==> config.mk <==
export PLATFORM = sky130hd
export DESIGN_NAME = instr_fetch
export DESIGN_NICKNAME = d
export VERILOG_FILES = /design/src/rtl/ctrl_pkg.sv /design/src/rtl/instr_fifo.sv /design/src/rtl/instr_fetch.sv
export SDC_FILE = /design/constraint.sdc
export NUM_CORES = 1
export LEC_CHECK = 0
export CAP_MARGIN = 20
export CORE_ASPECT_RATIO = 1.5
export CORE_MARGIN = 2
export CORE_UTILIZATION = 58
export DETAILED_ROUTE_END_ITERATION = 6
export GPL_ROUTABILITY_DRIVEN = 0
export HOLD_SLACK_MARGIN = 0.12
export PLACE_DENSITY = 0.8
export SYNTH_ARGS = -nofsm -noshare
export SYNTH_HDL_FRONTEND = slang
export SYNTH_HIERARCHICAL = 1
export SYNTH_SLANG_ARGS = --single-unit
==> constraint.sdc <==
create_clock -name clk -period 7.42 [get_ports clk]
set_clock_uncertainty 0.15 [all_clocks]
set_input_delay 2.226 -clock clk [delete_from_list [all_inputs] [get_ports clk]]
set_output_delay 2.226 -clock clk [all_outputs]
set_load 0.005 [all_outputs]
==> src/rtl/ctrl_pkg.sv <==
// Shared definitions for the fetch/decode/control slice: instruction fields,
// opcode constants and the fetch FSM state type.
package ctrl_pkg;

  localparam int HALT_BIT = 31;

  localparam logic [2:0] OP_PROC     = 3'b000;
  localparam logic [2:0] OP_RDN_LOAD = 3'b100;
  localparam logic [2:0] OP_DNN_LOAD = 3'b101;
  localparam logic [2:0] OP_RSVD     = 3'b011;
  localparam logic [2:0] OP_IDLE     = 3'b110;

  // Opcode 110 with every other field zero: the decoder raises no write and no command.
  localparam logic [31:0] IDLE_INSTR = {1'b0, OP_IDLE, 28'h0};

  typedef enum logic [1:0] {
    IDLE  = 2'd0,
    RUN   = 2'd1,
    DRAIN = 2'd2
  } fetch_state_e;

endpackage

==> src/rtl/instr_fifo.sv <==
// Small synchronous prefetch FIFO with first-word-visible head output.
// Push and pop may occur in the same cycle, including when full.
module instr_fifo #(
  parameter int DEPTH = 4,
  parameter int WIDTH = 32
) (
  input  logic                   clk,
  input  logic                   rst,
  input  logic                   push,
  input  logic [WIDTH-1:0]       push_data,
  input  logic                   pop,
  output logic [WIDTH-1:0]       head,
  output logic                   full,
  output logic                   empty,
  output logic [$clog2(DEPTH):0] count
);

  localparam int PTR_W = $clog2(DEPTH);
  localparam int CNT_W = PTR_W + 1;

  logic [WIDTH-1:0] mem [DEPTH];
  logic [PTR_W-1:0] wr_ptr;
  logic [PTR_W-1:0] rd_ptr;
  logic             do_push;
  logic             do_pop;

  assign empty   = (count == '0);
  assign full    = (count == CNT_W'(DEPTH));
  assign do_pop  = pop && !empty;
  // A full FIFO still accepts a write when the head leaves in the same cycle.
  assign do_push = push && (!full || do_pop);
  assign head    = mem[rd_ptr];

  // NOTE: state registers use non-blocking assignments so every flop samples
  // pre-edge values regardless of statement order.
  always_ff @(posedge clk or posedge rst) begin
    if (rst) begin
      wr_ptr <= '0;
      rd_ptr <= '0;
      count  <= '0;
    end else begin
      if (do_push) wr_ptr <= wr_ptr + PTR_W'(1);
      if (do_pop)  rd_ptr <= rd_ptr + PTR_W'(1);
      case ({do_push, do_pop})
        2'b10:   count <= count + CNT_W'(1);
        2'b01:   count <= count - CNT_W'(1);
        default: count <= count;
      endcase
    end
  end

  // NOTE: storage is deliberately not reset; count/pointers guarantee stale
  // entries are never read, and leaving it out keeps this a plain RAM.
  always_ff @(posedge clk) begin
    if (do_push) mem[wr_ptr] <= push_data;
  end

endmodule

==> src/rtl/instr_fetch.sv <==
// Instruction-fetch stage: prefetches program words into a small FIFO and
// issues them one at a time to the decoder, idling on IDLE_INSTR otherwise.
module instr_fetch
  import ctrl_pkg::*;
#(
  parameter int ADDR_W = 16,
  parameter int DEPTH  = 4
) (
  input  logic              clk,
  input  logic              rst_n,
  input  logic              start,
  input  logic [ADDR_W-1:0] base_addr,
  output logic              mem_rd_req,
  output logic [ADDR_W-1:0] mem_rd_addr,
  input  logic              mem_rd_valid,
  input  logic [31:0]       mem_rd_data,
  input  logic              ctrl_busy,
  output logic [31:0]       instr,
  output logic              instr_valid,
  output logic              busy,
  output logic              done,
  output logic              err
);

  localparam int CNT_W = $clog2(DEPTH) + 1;

  fetch_state_e      state;
  logic [ADDR_W-1:0] pc;
  logic              outstanding;
  logic              halt_seen;
  logic              halt_issued;

  logic              fifo_push;
  logic              fifo_pop;
  logic              fifo_full;
  logic              fifo_empty;
  logic [CNT_W-1:0]  fifo_count;
  logic [31:0]       fifo_head;
  logic [CNT_W:0]    occupancy;
  logic              req_fire;
  logic              rsp_accept;
  logic              head_rsvd;

  instr_fifo #(
    .DEPTH (DEPTH),
    .WIDTH (32)
  ) u_fifo (
    .clk       (clk),
    .rst       (rst_n),
    .push      (fifo_push),
    .push_data (mem_rd_data),
    .pop       (fifo_pop),
    .head      (fifo_head),
    .full      (fifo_full),
    .empty     (fifo_empty),
    .count     (fifo_count)
  );

  // Words buffered plus the one read in flight must never exceed the FIFO.
  assign occupancy  = {1'b0, fifo_count} + (CNT_W+1)'(outstanding);
  // Responses only count while a read is in flight; anything else is stale.
  assign rsp_accept = mem_rd_valid && outstanding;
  assign fifo_push  = rsp_accept;
  assign head_rsvd  = (fifo_head[30:28] == OP_RSVD);

  always_comb begin
    // NOTE: each output of this block gets a default first, so no path through
    // the conditions below can leave it unassigned and infer a latch.
    req_fire = 1'b0;
    fifo_pop = 1'b0;
    if (state == RUN) begin
      req_fire = !outstanding && !halt_seen && !fifo_full &&
                 (occupancy < (CNT_W+1)'(DEPTH));
    end
    // The gap after each issue gives the control unit a cycle to raise ctrl_busy.
    if (state == RUN || state == DRAIN) begin
      fifo_pop = !fifo_empty && !ctrl_busy && !instr_valid;
    end
  end

  assign mem_rd_req  = req_fire;
  assign mem_rd_addr = pc;

  always_ff @(posedge clk or posedge rst_n) begin
    if (rst_n) begin
      state       <= IDLE;
      pc          <= '0;
      outstanding <= 1'b0;
      halt_seen   <= 1'b0;
      halt_issued <= 1'b0;
      busy        <= 1'b0;
      done        <= 1'b0;
      err         <= 1'b0;
      instr       <= IDLE_INSTR;
      instr_valid <= 1'b0;
    end else begin
      done        <= 1'b0;
      err         <= 1'b0;
      instr       <= IDLE_INSTR;
      instr_valid <= 1'b0;

      // Reserved words are dropped silently on the instr bus and flagged on err.
      if (fifo_pop) begin
        if (head_rsvd) begin
          err <= 1'b1;
        end else begin
          instr       <= fifo_head;
          instr_valid <= 1'b1;
        end
        if (fifo_head[HALT_BIT]) halt_issued <= 1'b1;
      end

      if (req_fire) outstanding <= 1'b1;

      if (rsp_accept) begin
        outstanding <= 1'b0;
        pc          <= pc + ADDR_W'(1);
        if (mem_rd_data[HALT_BIT]) begin
          halt_seen <= 1'b1;
          state     <= DRAIN;
        end
      end

      case (state)
        IDLE: begin
          if (start) begin
            pc          <= base_addr;
            busy        <= 1'b1;
            halt_seen   <= 1'b0;
            halt_issued <= 1'b0;
            state       <= RUN;
          end
        end
        RUN: begin
        end
        DRAIN: begin
          // The HALT word is the last one pushed, so the FIFO is empty once it has left.
          if (halt_issued && fifo_empty) begin
            done        <= 1'b1;
            busy        <= 1'b0;
            halt_issued <= 1'b0;
            state       <= IDLE;
          end
        end
        default: state <= IDLE;
      endcase
    end
  end

endmodule
## Word level (Yosys, flattened, before mapping)

Memory sizes are Yosys's and may differ from the RTL's.
Index checks and enable logic that the tools add are counted.

| cells by class | value |
|---|---|
| $add $sub $neg | 6 |
| $lt $le $gt $ge | 1 |
| equality and inequality tests | 8 |
| muxes and demuxes | 35 |
| reductions and logical operators | 23 |

Operator list:

| operator | number |
|---|---|
| $mux W32 | 2 |
| $mux W16 | 3 |
| $mux W1 | 22 |
| $add A16 B1 Y16 const B | 1 |
| $logic_and A1 B1 Y1 | 9 |
| $mux W2 | 4 |
| $logic_not A1 Y1 | 6 |
| $pmux W2 S3 | 1 |
| $pmux W3 S2 | 1 |
| $reduce_bool A2 Y1 | 3 |
| $add A2 B1 Y2 const B | 2 |
| $add A3 B1 Y4 | 1 |
| $eq A2 B1 Y1 const B | 2 |
| $eq A2 B2 Y1 const B | 2 |
| $lt A4 B3 Y1 const B | 1 |
| $pmux W1 S2 | 2 |
| $add A3 B1 Y3 const B | 1 |
| $eq A3 B2 Y1 const B | 1 |
| $eq A3 B3 Y1 const B | 1 |
| $logic_not A3 Y1 | 1 |
| $reduce_and A3 Y1 | 1 |
| $sub A3 B1 Y3 const B | 1 |
| $logic_not A2 Y1 | 1 |
| $logic_or A1 B1 Y1 | 2 |
| other kinds (2) | 2 |

| storage, ports and cells | value |
|---|---|
| register bits | 64 |
| RAM bits | 128 |
| input port bits | 53 |
| output and inout bits | 53 |
| word-level logic and storage cells | 87 |
| memories kept | 1 |

Memory list:

| memory | words | bits a word | read ports | clocked after memory_dff | wr ports | RTL line | text |
|---|---|---|---|---|---|---|---|
| u_fifo.mem | 4 | 32 | 1 | 0 | 1 | instr_fifo.sv:21 | `logic [WIDTH-1:0] mem [DEPTH];` |

## Longest topological paths before layout

Gate-level depths: netlist of run 1.

| depth | value |
|---|---|
| depth in word-level cells | 10 |
| depth in mapped cells | 11 |
| mapped depth without buffers | 11 |

## By module

Netlist of run 1, hierarchy kept.

Modules (own cells, without submodules):

| module | instances | cells an instance | area an instance (µm²) | seq. area each (µm²) |
|---|---|---|---|---|
| instr_fifo | 1 | 207 | 5044.8 | 4018.9 |
| instr_fetch | 1 | 213 | 2357.3 | 1428.9 |

## Worst setup path before layout of run 1

No wires, ideal clock.

| path | value |
|---|---|
| path type | input to register |
| start | input ctrl_busy |
| end | register u_fifo.count[2] |
| library setup time | 79 ps |
| arrival | 4245 ps |
| required time | 7191 ps |
| setup slack | 2946 ps |
| stages | 8 |
| path buffers | 0 |
| cell sequence | nor4b_1 -> o31a_2 -> ha_1 -> inv_1 -> fa_1 -> xor2_1 -> nor2_1 -> xor2_1 |

| on the way | value |
|---|---|
| word-level cells in the longest chain between the ends | 9 |
| elaborated cells between the ends (all ways) | 11 |
| classes of those cells | eq/ne (2); mux (2); reduce/logical (7) |

RTL lines:

| what | RTL line | text |
|---|---|---|
| start, declared | instr_fetch.sv:17 | `input logic ctrl_busy,` |
| $logic_not A1 Y1 (*) | instr_fetch.sv:77 | `fifo_pop = !fifo_empty && !ctrl_busy && !instr_valid;` |
| $logic_and A1 B1 Y1 (*) (2 in series) | instr_fetch.sv:77 |  |
| $mux W1 (*) | instr_fetch.sv:76 | `if (state == RUN \|\| state == DRAIN) begin` |
| $logic_and A1 B1 Y1 (*) | instr_fifo.sv:29 | `assign do_pop = pop && !empty;` |
| via u_fifo.do_pop | instr_fifo.sv:25 | `logic do_pop;` |
| $logic_or A1 B1 Y1 | instr_fifo.sv:31 | `assign do_push = push && (!full \|\| do_pop);` |
| $logic_and A1 B1 Y1 | instr_fifo.sv:31 |  |
| $eq A2 B1 Y1 or $eq A2 B2 Y1 (tied branches) | instr_fifo.sv:44 | `case ({do_push, do_pop})` |
| $pmux W3 S2 or $reduce_bool A2 Y1 (tied branches) | - |  |
| end signal, assigned | instr_fifo.sv:45 | `2'b10: count <= count + CNT_W'(1);` |
| end signal, assigned | instr_fifo.sv:46 | `2'b01: count <= count - CNT_W'(1);` |
| end signal, assigned | instr_fifo.sv:47 | `default: count <= count;` |
| end, declared | instr_fifo.sv:15 | `output logic [$clog2(DEPTH):0] count` |

Mark *: on every way through the listed nets, which the timed path passes. The rest lies on a longest branch.
A chain may end at the register's enable or synchronous reset.

## Final worst setup path of run 1

| path | value |
|---|---|
| start | register state[1] |
| end | output mem_rd_req |

| on the way | value |
|---|---|
| word-level cells in the longest chain between the ends | 2 |

RTL lines:

| what | RTL line | text |
|---|---|---|
| start, declared | instr_fetch.sv:27 | `fetch_state_e state;` |
| start signal, assigned | instr_fetch.sv:86 | `state <= IDLE;` |
| start signal, assigned | instr_fetch.sv:120 | `state <= DRAIN;` |
| start signal, assigned | instr_fetch.sv:131 | `state <= RUN;` |
| $eq A2 B1 Y1 | instr_fetch.sv:71 | `if (state == RUN) begin` |
| $mux W1 | instr_fetch.sv:71 |  |
| end, declared | instr_fetch.sv:13 | `output logic mem_rd_req,` |

No other way between the ends.

==> metrics.txt, run 1 <==
outcome=finished clean; total number of yosys warnings=6; count of flip-flops with a built-in enable after synthesis=128; power density cells=361 nW/um2; leakage dissipation=between 3 and 4 nW; dominant combinational cell family by area after synthesis=multiplexers; finished layout cell area=just over 9000 um2; worst r2r dst=instr[11]; fraction of the yosys area taken by sequential cells=0.736; leading cell type in the layout, fill and taps excluded=sky130_fd_sc_hd__edfxtp_1; hold endpoint=halt_seen; setup bufs post-CTS=0; depth of the CTS H-tree=4; Final Hold Violating Endpoints=0; worst slew margin relative to its limit=0.401; die boundary width=96.2 um; final wirelength=13300 um; Critical Path, Cell by Cell=inv_1 -> ha_1 -> nand2_1 -> nor4_1 -> clkdlybuf4s50_1; Congestion Overflow GR=0; Setup violations, final=0; classification of the worst setup path=reg2out; area fraction in compound gates after synthesis=0.0303; buffers from clock root to sink, at most=2; Crit. End Element=output port; post-synthesis simple-gate area fraction=0.0744; I/O Pins=106; startpoint of the worst register-to-register path=u_fifo/rd_ptr[0]; GRT Total Usage=0.213; #FFs+latches synth=about 190; clock sinks=192; commonest cells after routing, fill and taps aside=128 x sky130_fd_sc_hd__edfxtp_1, 105 x sky130_fd_sc_hd__clkdlybuf4s50_1, 60 x sky130_fd_sc_hd__dfrtp_1; clock root buffer=sky130_fd_sc_hd__clkbuf_16; insertion delay of the later-clocked pin in the worst-skew pair=0.42 ns; Max stage delay on crit path=0.59 ns; CP Max Fanout=3; standard cell with the maximum stage delay on the critical path=sky130_fd_sc_hd__clkdlybuf4s50_1; Post-Syn Nets=484; antenna-violating nets left=0; ratio of routed vias to standard cells=5.61; via count=3925; number of gates resized after cts=0; Post-Route Hold Slack=0.381 ns; Design Power=approximately 3.3 mW; final layout net count=around 600; number of global-route vias before repair=4132; Site Rows=50; CTS tree=yes; xor and xnor area share after synthesis=0.0189; arrival time at the worst endpoint=~2.1 ns; flip-flop cell with the highest count after synthesis=sky130_fd_sc_hd__edfxtp_1; routed wirelength normalized by instance count=around 19 um; adder-cell share of the synthesized area=0.0196; floorplan die height=about 140 um; count of cell types in the netlist=46; Min-Delay Startpoint=halt_seen; quantity of hold-fixing buffers added after cts=0; setup ws final=2.95 ns; startpoint type of the worst setup path=flop; final period utilization=0.602; area post-placement=8600 um2; required time at the worst-slack endpoint=approximately 5.0 ns; antenna violations before repair=0; max-capacitance violation count=0; class of the most critical hold timing path=reg2reg; hold path cells=2; quantity of I/O buffers inserted on ports=around 110; number of DRC markers in iteration 0=about 230; setup repair after global routing missed its margin=false; first-pass GRT wire length=21300 um; post-placement setup slack=2.79 ns; max frequency=224 MHz; Core Footprint=between 10000 and 15000 um2; area overhead of the layout relative to synthesis=24.4%; fin cells=700; largest net degree at the start of global routing=36; final period demand of the worst path=roughly 4.5 ns; share of flip-flops with an asynchronous set or reset=0.333; setup TNS=0 ns; worst-margin pin slew=0.899 ns; effective utilization at floorplan=0.595; cell count after placement=668; number of diodes added for antenna fixing=0; peak supply drop=approximately 0.27 mV; end-of-flow core utilization=0.740; fraction of final layout cells sized beyond drive strength 1=0.153; Pre-antenna DRT Iters=4; clock-pin slew on the worst setup and hold paths=0.07 ns; share of cell area taken by muxes after synthesis=0.102; Avg Synthesized Cell Area=17.6 um2; netlist area before placement=7400 um2; count of pins over their slew limit=0; R2R cell count=5; r2r setup slk=around 4.6 ns; synthesized instance count=420; drt drc=0; area of the die=13700 um2; detailed-placement wirelength estimate=8700 um; total CTS buffers=17
cells by family after synthesis:
kind of cell             after synthesis
AO/OA/AOI/OAI                         35
XOR/XNOR                              16
adder cells (fa/ha/maj)               11
buffers and inverters                 34
flip-flops                           192
multiplexers                          35
AND/OR/NAND/NOR                       97
critical path: cells and delay by family, from the launching register on:
kind | cells | cell delay [ns]
flip-flops | 1 | 0.40
buffers and inverters | 2 | 0.70
AND/OR/NAND/NOR | 2 | 0.36
adder cells (fa/ha/maj) | 1 | 0.21
how the worst max path moves through the flow:
stage	from	to	slack, ns	depth (start not counted)
global placement	ctrl_busy	u_fifo/mem[1][19]	2.81	5
floorplan	ctrl_busy	u_fifo/count[2]	2.95	8
global route	state[1]	mem_rd_req	2.85	5
finish	state[1]	mem_rd_req	2.95	5
CTS	state[1]	mem_rd_req	2.93	5
detailed placement	ctrl_busy	u_fifo/mem[1][14]	2.79	5
routing by layer:
| metal | routed length [um] | GRT usage | vias to the layer above |
|---|---|---|---|
| met4 | 184 | 0.0617 | 0 |
| met1 | 4980 | 0.257 | 1991 |
| met5 | 0 | 0 | - |
| met3 | 735 | 0.0593 | 14 |
| met2 | 7440 | 0.371 | 116 |
| li1 | - | - | 1804 |
Yosys cell counts, types with 2 or more instances:
cell type	count	area, um2
sky130_fd_sc_hd__edfxtp_1	128	3840
sky130_fd_sc_hd__dfrtp_1	62	1550
sky130_fd_sc_hd__and2_1	32	200
sky130_fd_sc_hd__mux4_2	32	721
sky130_fd_sc_hd__nand2_1	21	78.8
sky130_fd_sc_hd__inv_1	18	67.6
sky130_fd_sc_hd__o21ai_0	14	70.1
sky130_fd_sc_hd__ha_1	10	125
sky130_fd_sc_hd__clkbuf_1	9	33.8
sky130_fd_sc_hd__nor2_1	9	33.8
sky130_fd_sc_hd__xnor2_1	8	70.1
sky130_fd_sc_hd__xor2_1	8	70.1
sky130_fd_sc_hd__buf_2	6	30.0
sky130_fd_sc_hd__a31oi_1	5	31.3
sky130_fd_sc_hd__nand3_1	5	25.0
sky130_fd_sc_hd__a21oi_1	4	20.0
sky130_fd_sc_hd__and2_2	4	30.0
sky130_fd_sc_hd__nand4_1	4	25.0
sky130_fd_sc_hd__o31ai_1	4	30.0
sky130_fd_sc_hd__or4_1	4	30.0
sky130_fd_sc_hd__a21o_1	3	22.5
sky130_fd_sc_hd__nor4_1	3	18.8
sky130_fd_sc_hd__dfstp_2	2	52.6
sky130_fd_sc_hd__mux2i_1	2	20.0
sky130_fd_sc_hd__nor3_1	2	10.0
area by class of cell:
cell class	count	area, um2
Clock buffer	17	425
Clock inverter	15	181
Fill cell	776	3240
Inverter	18	67.6
Multi-Input combinational cell	194	1820
Sequential cell	192	5450
Tap cell	156	195
Timing Repair Buffer	108	1070
flip-flops by register name, summed over array words and instances, names as in the netlist:
register / flops
u_fifo/wr_ptr: 2
halt_seen: 1
halt_issued: 1
busy: 1
instr_valid: 1
instr: 32
mem_rd_addr: 16
state: 2
done: 1
u_fifo/rd_ptr: 2
u_fifo/count: 3
outstanding: 1
err: 1
u_fifo/mem: 128
power breakdown:
part / internal [mW] / switching (mW)
combinational: 0.522 / 0.384
sequential: 1.34 / 0.159
clock: 0.488 / 0.424
Power figures use the tool's default switching activity.
==> run 2, diff against run 1 <==
--- a/config.mk
+++ b/config.mk
@@ -8,11 +8,11 @@
 export CAP_MARGIN = 20
 export CORE_ASPECT_RATIO = 1.5
 export CORE_MARGIN = 2
-export CORE_UTILIZATION = 58
+export CORE_UTILIZATION = 54
 export DETAILED_ROUTE_END_ITERATION = 6
 export GPL_ROUTABILITY_DRIVEN = 0
 export HOLD_SLACK_MARGIN = 0.12
-export PLACE_DENSITY = 0.8
+export PLACE_DENSITY = 0.75
 export SYNTH_ARGS = -nofsm -noshare
 export SYNTH_HDL_FRONTEND = slang
 export SYNTH_HIERARCHICAL = 1
==> constraint.sdc (replaced) <==
create_clock -name clk -period 4.7 [get_ports clk]
set_clock_uncertainty 0.15 [all_clocks]
set_input_delay 1.41 -clock clk [delete_from_list [all_inputs] [get_ports clk]]
set_output_delay 1.41 -clock clk [all_outputs]
set_load 0.005 [all_outputs]
==> run 2 against run 1 <==
Register-to-register slack worse by 2.7 ns. Wire length grew 2.0%. Clock power up 51%. Critical path depth stayed put. Critical endpoint unchanged. Largest cell class unchanged. Largest power group unchanged.
==> metrics.txt, run 2 (synthesis results as in run 1) <==
via count=3944 (+0.48%); detailed-placement wirelength estimate=8700 um (about the same); number of DRC markers in iteration 0=259 (+14%); routed wirelength normalized by instance count=19.1 um (+0.11%); startpoint type of the worst setup path=flop; setup repair after global routing missed its margin=false; standard cell with the maximum stage delay on the critical path=sky130_fd_sc_hd__clkdlybuf4s50_1; Crit. Startpoint=state[1]; drt drc=0 (unchanged); setup bufs post-CTS=0 (unchanged); clock root buffer=sky130_fd_sc_hd__clkbuf_16; I/O Pins=106 (unchanged); Design Power=5.19 mW (+56%); arrival time at the worst endpoint=2.15 ns (+0.06 ns); sequential cell area=5450 um2 (unchanged); total CTS buffers=17 (unchanged); max frequency=269 MHz; Crit. End Element=output port; register name with the most flops=u_fifo/mem; Critical Path, Cell by Cell=inv_1 -> ha_1 -> nand2_1 -> nor4_1 -> clkdlybuf4s50_1; layout filler cell count=889 (+15%); Site Rows=52 (+4.0%); floorplan die height=147 um (+3.5%); area of the multi-input gates=1820 um2 (unchanged); quantity of I/O buffers inserted on ports=105 (unchanged); effective utilization at floorplan=0.550 (-0.0450); GRT Total Usage=0.197 (-0.0159); number of global-route vias before repair=4296 (+4.0%); first-pass GRT wire length=21600 um (+1.6%); Max stage delay on crit path=0.59 ns (about the same); CP Max Fanout=3 (unchanged); peak supply drop=0.330 mV (+22%); fraction of final layout cells sized beyond drive strength 1=0.162 (+0.00895); clock sinks=192 (unchanged); flip-flop count of the largest register, all copies and words added=128 (unchanged); required time at the worst-slack endpoint=3.14 ns (-1.90 ns); number of buffer and inverter instances along the worst setup path=2 (unchanged); quantity of hold-fixing buffers added after cts=0 (unchanged); ratio of routed vias to standard cells=5.53 (-1.3%); leakage dissipation=3.39 nW (+0.68%); Final Hold Violating Endpoints=0 (unchanged); Core Footprint=13500 um2 (+8.2%); CTS tree=yes; classification of the worst setup path=reg2out; class of the most critical hold timing path=reg2reg; antenna violations before repair=0 (unchanged); number of gates resized after cts=0 (unchanged); count of pins over their slew limit=0 (unchanged); final period utilization=0.790; depth of the CTS H-tree=4 (unchanged); final period demand of the worst path=approximately 3.7 ns; power density cells=561 nW/um2 (+55%); clock-pin slew on the worst setup and hold paths=0.07 ns (about the same); die boundary width=99.6 um (+3.5%); area post-placement=8670 um2 (+0.76%); finished layout cell area=9250 um2 (+0.49%); Pre-antenna DRT Iters=5 (+1); max-capacitance violation count=0 (unchanged); antenna-violating nets left=0 (unchanged); insertion delay of the later-clocked pin in the worst-skew pair=0.42 ns (about the same); number of diodes added for antenna fixing=0 (unchanged); commonest cells after routing, fill and taps aside=128 x sky130_fd_sc_hd__edfxtp_1, 105 x sky130_fd_sc_hd__clkdlybuf4s50_1, 60 x sky130_fd_sc_hd__dfrtp_1; area overhead of the layout relative to synthesis=25.0%; worst slew margin relative to its limit=0.453 (+0.0525); setup TNS=0 ns (unchanged); family with the most delay on the worst path=buffers and inverters; Congestion Overflow GR=0 (unchanged); startpoint of the worst register-to-register path=u_fifo/count[0]; area of the die=14700 um2 (+7.1%); outcome=finished clean; final wirelength=13600 um (+2.0%); final layout net count=602 (+1.2%); leading cell type in the layout, fill and taps excluded=sky130_fd_sc_hd__edfxtp_1; Setup violations, final=0 (unchanged); Min-Delay Startpoint=halt_seen; largest net degree at the start of global routing=49 (+36%); buffers from clock root to sink, at most=2 (unchanged); worst-margin pin slew=0.820 ns (-0.0788 ns)
==> run 2: per-stage QoR <==
| step | hold WS [ns] | std cells | setup WS [ns] | utilization |
|---|---|---|---|---|
| finish | 0.370 | 713 | 0.987 | 0.687 |
| global route | 0.411 | 713 | 0.866 | 0.687 |
| CTS | 0.373 | 712 | 0.988 | 0.686 |
| detailed placement | 0.365 | 680 | 0.851 | 0.644 |
| global placement | 0.349 | 680 | 0.959 | 0.644 |
| floorplan | 0.331 | 420 | 1.04 | - |
==> run 2: per-layer routing <==
layer / up-vias / global-route usage / share of wire
li1: 1814 / - / -
met1: 1992 / 0.228 / 0.39
met2: 122 / 0.359 / 0.56
met3: 16 / 0.0397 / 0.037
met4: 0 / 0.0726 / 0.017
met5: - / 0 / 0
==> run 2: tightest hold or removal path: stages, from the launching register on <==
cell	delay, ns
sky130_fd_sc_hd__dfrtp_1	0.36
sky130_fd_sc_hd__inv_1	0.06
sky130_fd_sc_hd__a21oi_1	0.06
==> run 2: report_power, final <==
group	switching (mW)	internal, mW
sequential	0.268	2.12
combinational	0.587	0.838
clock	0.667	0.710
total	1.52	3.67
==> run 2: layout make-up <==
type / count / share of cell area
inverter: 18 / 0.00730
multi-input combinational: 194 / 0.196
timing repair buffer: 115 / 0.124
clock buffer: 18 / 0.0464
clock inverter: 14 / 0.0149
tap: 162 / 0.0219
sequential: 192 / 0.589
==> run 2: path summary, 6_finish.rpt <==
path                                        end  slack, ns  cells past startpoint
max in group asynchronous              instr[5]       2.52                      4
worst min-delay path                  halt_seen       0.37                      2
worst min register to register        halt_seen       0.37                      2
worst max register to register  u_fifo/count[2]       1.92                     11
worst max-delay path                 mem_rd_req       0.99                      5
min in group asynchronous       u_fifo/count[0]       1.11                      2
==> run 3, diff against run 2 <==
==> constraint.sdc (replaced) <==
create_clock -name clk -period 3.6 [get_ports clk]
set_clock_uncertainty 0.15 [all_clocks]
set_input_delay 1.08 -clock clk [delete_from_list [all_inputs] [get_ports clk]]
set_output_delay 1.08 -clock clk [all_outputs]
set_load 0.005 [all_outputs]
==> run 3 against run 2 <==
Non-clock buffer count rose by 5. Global-route usage rose by 0.50 points. Core utilization rose by 0.73 points. Worst setup slack got worse by 0.76 ns. Largest cell class unchanged. Total power rose by 33%. Die area did not move. Highest routed layer unchanged. Hold slack improved by 0.0098 ns. First-iteration DRC count fell by 15%. Register-to-register slack got worse by 1.0 ns. Clock-buffer cell count fell by 1. Clock power rose by 36%. Sequential share of layout area fell by 0.62 points.
==> metrics.txt, run 3 (synthesis results as in run 1) <==
required time at the worst-slack endpoint=2.37 ns (-0.77 ns); worst slew margin relative to its limit=0.498 (+0.0451); drt drc=0 (unchanged); Max stage delay on crit path=0.59 ns (about the same); arrival time at the worst endpoint=2.14 ns (about the same); area overhead of the layout relative to synthesis=26.4%; clock root buffer=sky130_fd_sc_hd__clkbuf_16; final layout net count=607 (+0.83%); class of the most critical hold timing path=reg2reg; setup TNS=0 ns (unchanged); number of DRC markers in iteration 0=219 (-15%); quantity of hold-fixing buffers added after cts=0 (unchanged); Setup violations, final=0 (unchanged); classification of the worst setup path=reg2out; setup ws final=0.231 ns (-0.756 ns); number of gates resized after cts=0 (unchanged); effective utilization at floorplan=0.550 (unchanged); via count=4023 (+2.0%); depth of the CTS H-tree=4 (unchanged); family with the most delay on the worst path=buffers and inverters; I/O Pins=106 (unchanged); Detail Route met3 WL=567 um (+14%); Pre-antenna DRT Iters=4 (-1); length of routed met2 wiring=7710 um (+1.8%); commonest cells after routing, fill and taps aside=128 x sky130_fd_sc_hd__edfxtp_1, 105 x sky130_fd_sc_hd__clkdlybuf4s50_1, 60 x sky130_fd_sc_hd__dfrtp_1; leading cell type in the layout, fill and taps excluded=sky130_fd_sc_hd__edfxtp_1; routed wirelength normalized by instance count=19.6 um (+2.8%); number of diodes added for antenna fixing=0 (unchanged); peak supply drop=0.395 mV (+20%); number of buffer and inverter instances along the worst setup path=2 (unchanged); startpoint type of the worst setup path=flop; floorplan die height=147 um (unchanged); CTS tree=yes; area of the die=14700 um2 (unchanged); setup bufs post-CTS=0 (unchanged); final wirelength=14100 um (+3.6%); ratio of routed vias to standard cells=5.60 (+1.3%); antenna-violating nets left=0 (unchanged); fraction of final layout cells sized beyond drive strength 1=0.171 (+0.00934); insertion delay of the later-clocked pin in the worst-skew pair=0.42 ns (about the same); Site Rows=52 (unchanged); worst-margin pin slew=0.752 ns (-0.0676 ns); Final Hold Violating Endpoints=0 (unchanged); post-placement setup slack=0.136 ns (-0.716 ns); number of global-route vias before repair=4395 (+2.3%); Crit. End Element=output port; standard cell with the maximum stage delay on the critical path=sky130_fd_sc_hd__clkdlybuf4s50_1; register name with the most flops=u_fifo/mem; GRT Total Usage=0.202 (+0.00497); clock sinks=192 (unchanged); CP Max Fanout=3 (unchanged); length of routed wiring on met1=5540 um (+4.5%); largest net degree at the start of global routing=34 (-31%); Core Footprint=13500 um2 (unchanged); buffers from clock root to sink, at most=2 (unchanged); final period utilization=0.936; clock-pin slew on the worst setup and hold paths=0.07 ns (about the same); count of pins over their slew limit=0 (unchanged); outcome=finished clean; final period demand of the worst path=between 3 and 4 ns; detailed-placement wirelength estimate=9410 um (+8.1%); flip-flop count of the largest register, all copies and words added=128 (unchanged); leakage dissipation=3.42 nW (+1.0%); Critical Path, Cell by Cell=inv_1 -> ha_1 -> nand2_1 -> nor4_1 -> clkdlybuf4s50_1; Design Power=6.90 mW (+33%); top layer in use=met4; first-pass GRT wire length=22400 um (+3.7%); Congestion Overflow GR=0 (unchanged); max frequency=297 MHz; total CTS buffers=17 (unchanged); power density cells=738 nW/um2 (+32%); max-capacitance violation count=0 (unchanged); setup repair after global routing missed its margin=false; die boundary width=99.6 um (unchanged); quantity of I/O buffers inserted on ports=105 (unchanged); antenna violations before repair=0 (unchanged)
[run 3: power breakdown]
| part | leakage, nW | internal (mW) | total, mW | switching [mW] |
|---|---|---|---|---|
| clock network | 0.283 | 1.05 | 1.88 | 0.837 |
| registers | 1.97 | 2.77 | 3.09 | 0.324 |
| logic | 1.17 | 1.12 | 1.93 | 0.813 |
[run 3: tightest hold or removal path, stage by stage (launching register included)]
cell,delay [ns]
sky130_fd_sc_hd__dfrtp_1,0.33
sky130_fd_sc_hd__inv_1,0.05
sky130_fd_sc_hd__a21oi_1,0.11
[run 3: metal layers]
| metal | vias up | track usage |
|---|---|---|
| met4 | 0 | 0.0781 |
| met3 | 22 | 0.0392 |
| li1 | 1823 | - |
| met5 | - | 0 |
| met1 | 2063 | 0.244 |
| met2 | 115 | 0.358 |
[run 3: area by class of cell]
class	count	area (um2)
multi-input cells	194	1820
clock buffers	17	425
clock inverters	15	178
inverters	18	67.6
fillers	876	4120
repair buffers	120	1210
well taps	162	203
flip-flops and latches	192	5450
[run 3: path summary, 6_finish.rpt]
| path | endpoint | cells after the start | slack (ns) | from |
|---|---|---|---|---|
| min in group asynchronous | u_fifo/count[1] | 2 | 0.79 | rst_n |
| worst min register to register | halt_seen | 2 | 0.38 | halt_seen |
| max in group asynchronous | instr[16] | 3 | 1.66 | rst_n |
| worst min-delay path | halt_seen | 2 | 0.38 | halt_seen |
| worst max-delay path | mem_rd_req | 5 | 0.23 | state[1] |
| worst max register to register | u_fifo/count[2] | 12 | 0.88 | state[0] |
[run 3: per-stage QoR]
step / std cells / area (um2) / util / hold WS (ns)
3_3_place_gp: 686 / 8750 / 0.650 / 0.363
5_1_grt: 718 / 9350 / 0.694 / 0.406
2_1_floorplan: 420 / 7400 / - / 0.331
4_1_cts: 718 / 9350 / 0.694 / 0.383
6_report: 718 / 9350 / 0.694 / 0.379
3_5_place_dp: 686 / 8750 / 0.650 / 0.367
